<file path="config.mk">
export PLATFORM = sky130hd
export DESIGN_NAME = anubis_seq_ctrl
export DESIGN_NICKNAME = d
export VERILOG_FILES = /design/src/rtl/anubis_seq_ctrl.sv
export SDC_FILE = /design/constraint.sdc
export NUM_CORES = 1
export LEC_CHECK = 0
export BUFFER_PORTS_ARGS = -buffer_cell sky130_fd_sc_hd__buf_4
export CORE_AREA = 2 2 204 206
export DETAILED_ROUTE_END_ITERATION = 6
export DIE_AREA = 0 0 206 208
export PLACE_DENSITY_LB_ADDON = 0.15
export SKIP_LAST_GASP = 1
export SLEW_MARGIN = 20
export SYNTH_ARGS = -nofsm -noshare
export SYNTH_HDL_FRONTEND = slang
export SYNTH_SLANG_ARGS = --single-unit
</file>
<file path="constraint.sdc">
create_clock -name clk -period 3.5 [get_ports clk]
set_input_delay 0.7 -clock clk [delete_from_list [all_inputs] [get_ports clk]]
set_output_delay 0.7 -clock clk [all_outputs]
set_load 0.02 [all_outputs]
</file>
<file path="src/rtl/anubis_seq_ctrl.sv">
//==============================================================================
// Module      : anubis_seq_ctrl
// Description : Sequencing controller wrapping an Anubis_2 core: drives the
//               key-setup / load / run order trace for one plaintext block
//               and hands the ciphertext downstream with a valid/ready pair.
// Revision    : 1.0 - initial release
//==============================================================================
`default_nettype none

module anubis_seq_ctrl #(
    parameter int KEY_CYCLES = 3,
    parameter int RUN_CYCLES = 17
) (
    input  logic         clk,
    input  logic         reset,
    input  logic         in_valid,
    output logic         in_ready,
    input  logic [127:0] in_data,
    output logic [1:0]   core_order,
    output logic [127:0] core_data_in,
    input  logic [127:0] core_data_out,
    output logic         out_valid,
    input  logic         out_ready,
    output logic [127:0] out_data,
    output logic         busy
);

    localparam logic [5:0] C_KEY_LAST = 6'(KEY_CYCLES - 1);
    localparam logic [5:0] C_RUN_LAST = 6'(RUN_CYCLES - 1);

    localparam logic [1:0] C_ORDER_KEY  = 2'b00;
    localparam logic [1:0] C_ORDER_LOAD = 2'b01;
    localparam logic [1:0] C_ORDER_RUN  = 2'b10;

    typedef enum logic [2:0] {
        S_IDLE = 3'd0,
        S_KEY  = 3'd1,
        S_LOAD = 3'd2,
        S_RUN  = 3'd3,
        S_DONE = 3'd4
    } state_t;

    state_t     r_state;
    state_t     w_state_next;
    logic [5:0] r_cnt;
    logic [5:0] w_cnt_next;
    logic       w_accept;
    logic       w_capture;
    logic [1:0] w_order_next;

    always_comb begin
        w_state_next = r_state;
        w_cnt_next   = r_cnt;
        w_accept     = 1'b0;
        w_capture    = 1'b0;
        case (r_state)
            S_IDLE: begin
                if (in_valid && in_ready) begin
                    w_accept     = 1'b1;
                    w_cnt_next   = C_KEY_LAST;
                    w_state_next = S_KEY;
                end
            end
            S_KEY: begin
                if (r_cnt == 6'd0) begin
                    w_state_next = S_LOAD;
                end else begin
                    w_cnt_next = r_cnt - 6'd1;
                end
            end
            S_LOAD: begin
                w_cnt_next   = C_RUN_LAST;
                w_state_next = S_RUN;
            end
            S_RUN: begin
                if (r_cnt == 6'd0) begin
                    w_capture    = 1'b1;
                    w_state_next = S_DONE;
                end else begin
                    w_cnt_next = r_cnt - 6'd1;
                end
            end
            S_DONE: begin
                if (out_ready) begin
                    w_state_next = S_IDLE;
                end
            end
            default: begin
                w_state_next = S_IDLE;
            end
        endcase

        // Outputs are registered, so they are decoded from the state being entered
        case (w_state_next)
            S_LOAD:  w_order_next = C_ORDER_LOAD;
            S_RUN:   w_order_next = C_ORDER_RUN;
            default: w_order_next = C_ORDER_KEY;
        endcase
    end

    always_ff @(posedge clk) begin
        if (reset) begin
            r_state      <= S_IDLE;
            r_cnt        <= 6'd0;
            in_ready     <= 1'b0;
            busy         <= 1'b0;
            out_valid    <= 1'b0;
            core_order   <= C_ORDER_KEY;
            core_data_in <= 128'd0;
            out_data     <= 128'd0;
        end else begin
            r_state    <= w_state_next;
            r_cnt      <= w_cnt_next;
            in_ready   <= (w_state_next == S_IDLE);
            busy       <= (w_state_next != S_IDLE);
            out_valid  <= (w_state_next == S_DONE);
            core_order <= w_order_next;
            if (w_accept) begin
                core_data_in <= in_data;
            end
            if (w_capture) begin
                out_data <= core_data_out;
            end
        end
    end

endmodule

`default_nettype wire
</file>
==> results of run 1 <==
Yosys cell counts, drive strengths merged:
| cell type | count | area share [%] |
|---|---|---|
| nand2 | 513 | 20 |
| dfxtp | 270 | 57 |
| a21oi | 260 | 14 |
| clkbuf | 48 | 1.9 |
| buf | 40 | 3.0 |
| nor2 | 9 | 0.36 |
| inv | 5 | 0.20 |
| a211oi | 3 | 0.24 |
| and4 | 3 | 0.28 |
| nand2b | 2 | 0.13 |
| nand3b | 2 | 0.16 |
| nand4 | 2 | 0.13 |
| nor3 | 2 | 0.11 |
| nor4 | 2 | 0.13 |
| o211ai | 2 | 0.16 |
| o21ai | 2 | 0.11 |
| xor2 | 2 | 0.19 |
| a211o | 1 | 0.093 |
| a22oi | 1 | 0.080 |
| a311oi | 1 | 0.093 |
| and2 | 1 | 0.066 |
| ha | 1 | 0.13 |
| mux2 | 1 | 0.12 |
| nand3 | 1 | 0.053 |
| nor2b | 1 | 0.066 |
| nor3b | 1 | 0.080 |
| nor4b | 1 | 0.25 |
| o2111ai | 1 | 0.093 |
| o31ai | 1 | 0.080 |
| o41ai | 1 | 0.093 |
| or4b | 1 | 0.11 |
| xnor2 | 1 | 0.093 |
logic make-up (layout without fill, tap and decap cells):
group	Yosys count	in the layout	synth area share (%)
and+or+nand+nor	541	541	22.3
AOI/OAI and AO/OA	273	273	14.8
muxes	1	1	0.119
buffers and inverters	93	595	5.13
other	0	2	0
DFF	270	270	57.2
xor gates and xnor gates	3	3	0.278
adders and majority gates	1	1	0.132
worst paths after layout:
kind                         start  slack [ns]                to  cells past startpoint
setup / recovery          r_cnt[0]        1.23      out_data[89]                      7
hold / removal         in_data[60]        0.36  core_data_in[60]                      3
setup reg to reg          r_cnt[0]        1.23      out_data[89]                      7
hold reg to reg   core_data_in[14]        0.45  core_data_in[14]                      2
layout make-up:
type,count,area (um^2),share of cell area [%]
tap,532,666,4.52
timing repair buffer,532,4060,27.6
sequential,270,5410,36.7
clock inverter,7,66.3,0.450
multi-input combinational,819,3560,24.2
antenna,2,5.00,0.0340
inverter,5,18.8,0.127
clock buffer,51,951,6.45
sequential cells by signal (all words and copies together) (netlist names):
name,cells
r_state,3
out_data,128
in_ready,1
r_cnt,6
core_data_in,128
busy,1
out_valid,1
core_order,2
report_power, final:
part | total (W) | internal [W] | leakage [nW] | switching [W]
clock | 0.00323 | 0.00191 | 0.500 | 0.00132
combinational | 0.00224 | 0.000909 | 3.48 | 0.00133
sequential | 0.00361 | 0.00340 | 2.19 | 0.000210
routing by layer:
layer	GRT usage [%]	up-vias
met3	6.97	47
met2	25.9	396
met5	0	-
met4	3.99	0
met1	19.0	4265
li1	-	4767
per-stage QoR:
stage	cells	setup WS [ns]	hold WS, ns	util (%)	instance area (um^2)
finish	2218	1.23	0.361	36.3	14700
global route	2217	1.06	0.340	36.3	14700
CTS	2216	1.21	0.321	36.3	14700
detailed placement	2158	1.26	0.447	33.8	13700
global placement	2158	1.29	0.442	33.8	13700
floorplan	1182	1.85	0.513	-	9450
critical path, cell delays in order, from the launching register on:
cell and delay, ns:
dfxtp_1 0.33, inv_1 0.08, ha_1 0.21, nor4b_4 0.28, nand4_1 0.54, buf_4 0.47
nand2_1 0.11, a21oi_1 0.07
==> impl_metrics.py, run 1 <==
metrics = {
    "global_route": {
        "antenna_found_initial": 2,
        "grt.overflow.total": 0,
        "grt_first_pass_wirelength_mm": 53.5,
        "grt_pass1_vias": 9146,
        "grt_max_degree": 109,
        "grtUsageTotal_pct": 15.9,
    },
    "sta": {
        "rsz0062_at_grt": "no",
        "clock_skew_ns": 0.0333,
        "timing.final.crit_share_pct": 64.7,
        "setup_viol": 0,
        "worstMarginPinSlew_ns": 0.638,
        "fin_crit_ns": 2.27,
        "max_slew_margin_pct": 57.1,
        "finalHoldViolations": 0,
        "fmax_ghz": 0.441,
        "finalSetupTns_ns": 0,
        "drv_slew": 0,
    },
    "pwr": {
        "finalPower_w": 0.00908,
        "p_leak_nw": 6.16,
        "peakVddDrop_mv": 0.358,
        "power_density_nw_per_um2": 616,
    },
    "floorplan": {
        "die-area_um2": 42800,
        "die_h_um": 208,
        "std_cell_rows": 74,
        "start_util_pct": 23.3,
        "io-pin-count": 521,
        "core_area_um2": 40600,
        "chipWidth_um": 206,
    },
    "clock_network": {
        "clk_pin_slew_ns": 0.06,
        "cts_sinks": 270,
        "h-tree-depth": 1,
        "cts_resized": 0,
        "cts_tree": "yes",
        "cts_root_buffer": "clkbuf_16",
        "clk_path_buf_depth": 3,
        "post_cts_buffers": 0,
        "cts_buffers": 31,
        "insertion_delay_ns": 0.58,
        "ctsHoldBuffers": 0,
    },
    "critical_path": {
        "critPathArrivalTime_ns": 2.68,
        "endpoint_kind": "flip-flop",
        "critPathLaunchType": "flip-flop",
        "required_ns": 3.92,
        "worstPathMaxFanout": 33,
        "worstSetupPathType": "reg -> reg",
    },
    "route": {
        "drtIter0Drc": 410,
        "route.met3.wl_mm": 4.31,
        "wl_per_cell_um": 16.5,
        "via_per_inst": 4.27,
        "ant_nets": 0,
        "dr.pass1.iters": 4,
        "drcViolationCount": 0,
        "top_layer": "met4",
        "wl_met1_mm": 14.8,
        "routed_wl_mm": 36.6,
        "vias": 9475,
        "route.met2.wl_mm": 16.6,
    },
    "logic_synthesis": {
        "seq_area_frac_synth_pct": 57.2,
        "ys_warn_count": 0,
        "ys_ff_latch": 270,
        "synth_nets": 1443,
        "synth_cell_types": 35,
        "avgSynthCellArea_um2": 7.99,
        "syn_inst": 1182,
        "synth.cell_area_um2": 9450,
    },
    "layout": {
        "layout_common_cells": "526 x buf_4, 513 x nand2_1, 270 x dfxtp_1, 260 x a21oi_1, 31 x clkbuf_16",
        "final_nets": 1920,
        "fillers": 4341,
        "syn_to_final_growth_pct": 56.0,
        "drive_gt1_share_pct": 34.7,
        "layout_commonest_cell": "buf_4",
    },
    "run_status": {
        "status": "complete, no violations",
    },
    "worst_hold_path": {
        "hp-class": "in -> reg",
    },
    "run": {
        "drv_cap": 0,
    },
    "place": {
        "gp_congestion": 0.778,
        "portBuffers": 520,
        "hpwl_mm": 26.3,
    },
}
No activity file was read; power rests on OpenSTA's default activity.
==> inputs of run 2 (changes only) <==
Clock period 3.5 ns to 2 ns, I/O delays scaled along.
==> run 2 against run 1 <==
- non-clock buffer count rose by 32
- via count rose by 2.0%
- sequential share of layout area fell by 1.4 points
- clock power rose by 88%
- die area did not move
==> impl_metrics.py, run 2 (synthesis results as in run 1) <==
metrics = {
    "run_status": {
        "status": "complete, no violations",
    },
    "critical_path": {
        "crit_top_cell": "buf_12",
        "cp_top_family": "buffers and inverters",
        "critPathBufInv": 4,
        "worstSetupPathType": "reg -> reg",
        "critPathArrivalTime_ns": 2.25,
        "required_ns": 2.38,
        "crit_chain": "inv_1 -> ha_4 -> nor4b_4 -> buf_4 -> nand4_1 -> buf_12 -> buf_12 -> nand2_1 -> a21oi_1",
        "endpoint_kind": "flip-flop",
        "rr_startpoint": "r_cnt[1]",
        "slowest_stage": "dfxtp_1",
        "startpoint": "r_cnt[1]",
        "worstPathMaxFanout": 30,
        "critPathLaunchType": "flip-flop",
        "cpPeakStageDelay_ns": 0.34,
    },
    "floorplan": {
        "die_h_um": 208,
        "start_util_pct": 23.3,
        "io-pin-count": 521,
        "chipWidth_um": 206,
        "std_cell_rows": 74,
        "core_area_um2": 40600,
        "die-area_um2": 42800,
    },
    "pwr": {
        "peakVddDrop_mv": 0.713,
        "p_leak_nw": 6.46,
        "power_density_nw_per_um2": 1100,
    },
    "clock_network": {
        "clk_path_buf_depth": 3,
        "insertion_delay_ns": 0.53,
        "h-tree-depth": 2,
        "cts_tree": "yes",
        "clk_pin_slew_ns": 0.06,
        "cts_root_buffer": "clkbuf_16",
        "ctsHoldBuffers": 0,
        "cts_sinks": 270,
        "cts_buffers": 34,
    },
    "sta": {
        "drv_slew": 0,
        "max_slew_margin_pct": 59.7,
        "setup_viol": 0,
        "worstMarginPinSlew_ns": 0.604,
        "fmax_ghz": 0.535,
        "fin_crit_ns": 1.87,
        "clock_skew_ns": 0.0242,
        "rsz0062_at_grt": "no",
        "timing.final.crit_share_pct": 93.5,
        "finalSetupTns_ns": 0,
        "finalHoldViolations": 0,
    },
    "layout": {
        "antennaDiodeCount": 0,
        "final_nets": 1956,
        "layout_common_cells": "540 x buf_4, 513 x nand2_1, 269 x dfxtp_1, 260 x a21oi_1, 38 x clkbuf_16",
        "top_regs": "core_data_in x128, out_data x128, r_cnt x6",
        "syn_to_final_growth_pct": 62.2,
        "drive_gt1_share_pct": 36.2,
        "layout_commonest_cell": "buf_4",
        "final_util_pct": 37.8,
    },
    "global_route": {
        "antenna_found_initial": 0,
        "grt_first_pass_wirelength_mm": 54.8,
        "grt_max_degree": 125,
        "grt.overflow.total": 0,
        "grtUsageTotal_pct": 16.4,
        "grt_pass1_vias": 9399,
    },
    "route": {
        "wl_per_cell_um": 16.6,
        "via_per_inst": 4.30,
        "route.met3.wl_mm": 4.25,
        "ant_nets": 0,
        "vias": 9666,
        "route.met2.wl_mm": 17.3,
        "top_layer": "met4",
        "dr.pass1.iters": 5,
        "routed_wl_mm": 37.2,
        "drcViolationCount": 0,
        "wl_met1_mm": 14.9,
        "drtIter0Drc": 455,
    },
    "run": {
        "drv_cap": 0,
    },
    "place": {
        "portBuffers": 520,
        "gp_congestion": 0.780,
        "hpwl_mm": 27.1,
    },
    "worst_hold_path": {
        "hp-class": "in -> reg",
        "min_from": "core_data_out[117]",
    },
}
[run 2: worst paths after layout]
path	endpoint	slack, ns	cells past startpoint
setup / recovery	out_data[34]	0.13	9
hold / removal	out_data[117]	0.11	3
setup reg to reg	out_data[34]	0.13	9
hold reg to reg	out_data[64]	0.45	2
[run 2: routing by layer]
layer	global-route usage [%]	vias to the layer above
met5	0	-
met4	5.30	0
met3	7.14	38
met2	26.9	378
met1	18.9	4409
li1	-	4841
[run 2: timing repair]
item,in CTS,in global routing
setup endpoints to repair,0,46
setup buffers,0,4
hold endpoints to repair,0,0
gates resized for setup,0,4
[run 2: per-stage QoR]
stage | setup WS (ns) | instance area [um^2] | power [W] | hold slack [ns] | cells
floorplan | 0.367 | 9450 | 0.00862 | 0.513 | 1182
global placement | 0.177 | 14100 | 0.0107 | 0.442 | 2185
detailed placement | 0.163 | 14100 | 0.0108 | 0.447 | 2185
CTS | 0.0905 | 15200 | 0.0170 | 0.0675 | 2242
global route | 0.0117 | 15300 | 0.0177 | 0.0883 | 2248
finish | 0.130 | 15300 | 0.0168 | 0.106 | 2248
[run 2: final cells by class]
class	count	area [um^2]
clock buffers	52	1050
clock inverters	5	53.8
fillers	4262	25200
inverters	5	18.8
multi-input cells	820	3590
flip-flops and latches	270	5410
well taps	532	666
repair buffers	564	4530
[run 2: power by group]
part	internal, W	switching (W)
Clock	0.00374	0.00234
Combinational	0.00194	0.00246
Sequential	0.00596	0.000356
Total	0.0116	0.00516
[run 2: tightest hold or removal path, delay by kind of cell]
| family | cells | cell delay (ns) |
|---|---|---|
| buffers and inverters | 1 | 0.11 |
| AOI/OAI and AO/OA | 1 | 0.05 |
| and+or+nand+nor | 1 | 0.04 |
==> inputs of run 3 (changes only) <==
Settings changed: BUFFER_PORTS_ARGS -buffer_cell sky130_fd_sc_hd__buf_4 to -buffer_cell sky130_fd_sc_hd__clkbuf_2.
==> run 3 against run 2 <==
- clock skew down 0.0091 ns
- hold slack got worse by 0.014 ns
- sequential power about the same
- final area down 8.9%
- non-clock buffer count shrank 6
- critical path depth down 1
- clock power down 2%
- power fell by 4.7%
- combinational power is 14% lower
- setup slack worse by 0.029 ns
- critical endpoint is now out_data[11]
==> impl_metrics.py, run 3 (synthesis results as in run 1) <==
metrics = {
    "sta": {
        "fin_crit_ns": 1.90,
        "setup_ws_ns": 0.101,
        "fmax_ghz": 0.527,
        "timing.final.crit_share_pct": 95.0,
        "max_slew_margin_pct": 61.5,
        "worstMarginPinSlew_ns": 0.577,
        "finalHoldViolations": 0,
        "drv_slew": 0,
        "clock_skew_ns": 0.0152,
        "setup_viol": 0,
        "finalSetupTns_ns": 0,
    },
    "critical_path": {
        "worstPathMaxFanout": 17,
        "endpoint_kind": "flip-flop",
        "slowest_stage": "and4_4",
        "crit_chain": "inv_1 -> ha_4 -> nor4b_4 -> and4_4 -> buf_12 -> buf_12 -> nand2_1 -> a21oi_1",
        "r2r_cells": 8,
        "cpPeakStageDelay_ns": 0.36,
        "crit_top_cell": "buf_12",
        "critPathArrivalTime_ns": 2.35,
        "rr_startpoint": "r_cnt[1]",
        "required_ns": 2.45,
        "rr_endpoint": "out_data[11]",
        "critPathLaunchType": "flip-flop",
        "worstSetupPathType": "reg -> reg",
        "regToRegSetupSlack_ns": 0.10,
    },
    "place": {
        "dp_slack_ns": 0.0434,
        "portBuffers": 520,
        "dp.cells": 2174,
        "gp_congestion": 0.777,
        "hpwl_mm": 25.8,
    },
    "clock_network": {
        "clk_pin_slew_ns": 0.06,
        "cts_root_buffer": "clkbuf_16",
        "cts_tree": "yes",
        "clk_path_buf_depth": 3,
        "cts_buffers": 34,
        "h-tree-depth": 2,
        "insertion_delay_ns": 0.52,
        "cts_sinks": 270,
        "ctsHoldBuffers": 0,
    },
    "global_route": {
        "grt.overflow.total": 0,
        "grt_max_degree": 103,
        "antenna_found_initial": 2,
        "grtUsageTotal_pct": 15.7,
        "grt_first_pass_wirelength_mm": 53.0,
        "grt_pass1_vias": 9329,
    },
    "layout": {
        "drive_gt1_share_pct": 36.0,
        "fillers": 4417,
        "finalNonFillerCells": 2242,
        "final_nets": 1949,
        "final_util_pct": 34.4,
        "register_area_um2": 5410,
        "top_regs": "core_data_in x128, out_data x128, r_cnt x6",
        "layout_common_cells": "519 x clkbuf_2, 513 x nand2_1, 269 x dfxtp_1, 258 x a21oi_1, 39 x clkbuf_16",
        "layout_commonest_cell": "clkbuf_2",
        "multi_input_area_um2": 3580,
        "syn_to_final_growth_pct": 47.7,
    },
    "pwr": {
        "p_leak_nw": 6.02,
        "peakVddDrop_mv": 0.749,
        "finalPower_w": 0.0160,
        "power_density_nw_per_um2": 1150,
    },
    "route": {
        "ant_nets": 0,
        "dr.pass1.iters": 4,
        "vias": 9635,
        "wl_per_cell_um": 16.2,
        "drtIter0Drc": 522,
        "via_per_inst": 4.30,
        "routed_wl_mm": 36.2,
        "drcViolationCount": 0,
    },
    "run_status": {
        "status": "complete, no violations",
    },
    "floorplan": {
        "chipWidth_um": 206,
        "die-area_um2": 42800,
        "std_cell_rows": 74,
        "die_h_um": 208,
        "start_util_pct": 23.3,
        "io-pin-count": 521,
        "core_area_um2": 40600,
    },
    "worst_hold_path": {
        "holdPathStages": 3,
        "hp-class": "in -> reg",
        "hold_path_end": "core_data_in[56]",
        "min_from": "in_data[56]",
    },
    "run": {
        "drv_cap": 0,
    },
}
[run 3: cell count changes in the layout (fill, tap and decap cells not counted), moves of 2 or more]
cell,change
clkbuf_2,+519
buf_12,-3
diode_2,+2
a21oi_1,-2
buf_4,-526
a21oi_2,+2
[run 3: area by class of cell]
class	instances	share of cell area (%)
clock buffers	49	7.16
well taps	532	4.77
diodes	2	0.0359
flip-flops and latches	270	38.8
inverters	5	0.135
clock inverters	7	0.475
repair buffers	558	23.0
multi-input cells	819	25.7
[run 3: stage by stage]
stage	hold slack (ns)	area [um^2]
2_1_floorplan	0.513	9450
3_3_place_gp	0.441	12700
3_5_place_dp	0.446	12700
4_1_cts	0.0454	13800
5_1_grt	0.0610	13900
6_report	0.0915	13900
[run 3: metal layers]
metal | vias to the layer above | share of wire, % | GRT usage [%]
li1 | 4836 | - | -
met3 | 51 | 11 | 7.03
met4 | 0 | 2.8 | 6.08
met1 | 4352 | 41 | 17.9
met2 | 396 | 45 | 25.6
met5 | - | 0 | 0
[run 3: where the power goes]
group          internal, W  switching, W  total (W)
sequential         0.00596      0.000349    0.00631
clock              0.00358       0.00236    0.00594
combinational      0.00138       0.00239    0.00377
[run 3: worst max path at each step]
stage	startpoint	to	slack, ns	cells after the start
final	r_cnt[1]	out_data[11]	0.10	8
after global routing	r_cnt[1]	out_data[26]	-0.02	8
after CTS	r_cnt[0]	out_data[50]	0.09	8
after detailed placement	r_cnt[0]	out_data[127]	0.04	7
after global placement	r_cnt[0]	out_data[89]	0.14	7
after floorplan	r_cnt[0]	r_cnt[5]	0.37	6
[run 3: critical path: cells and delay by family, from the launching register on]
kind	cells	cell delay (ns)
buffers and inverters	3	0.47
flip-flops	1	0.34
AO/OA/AOI/OAI	1	0.13
AND/OR/NAND/NOR	3	0.72
adder cells (fa/ha/maj)	1	0.16
[run 3: repair_timing]
action,in CTS,in global routing
buffers inserted,1,5
endpoints found under the setup margin,1,42
gates resized for setup,0,6
pin swaps,1,3
gates cloned,0,4
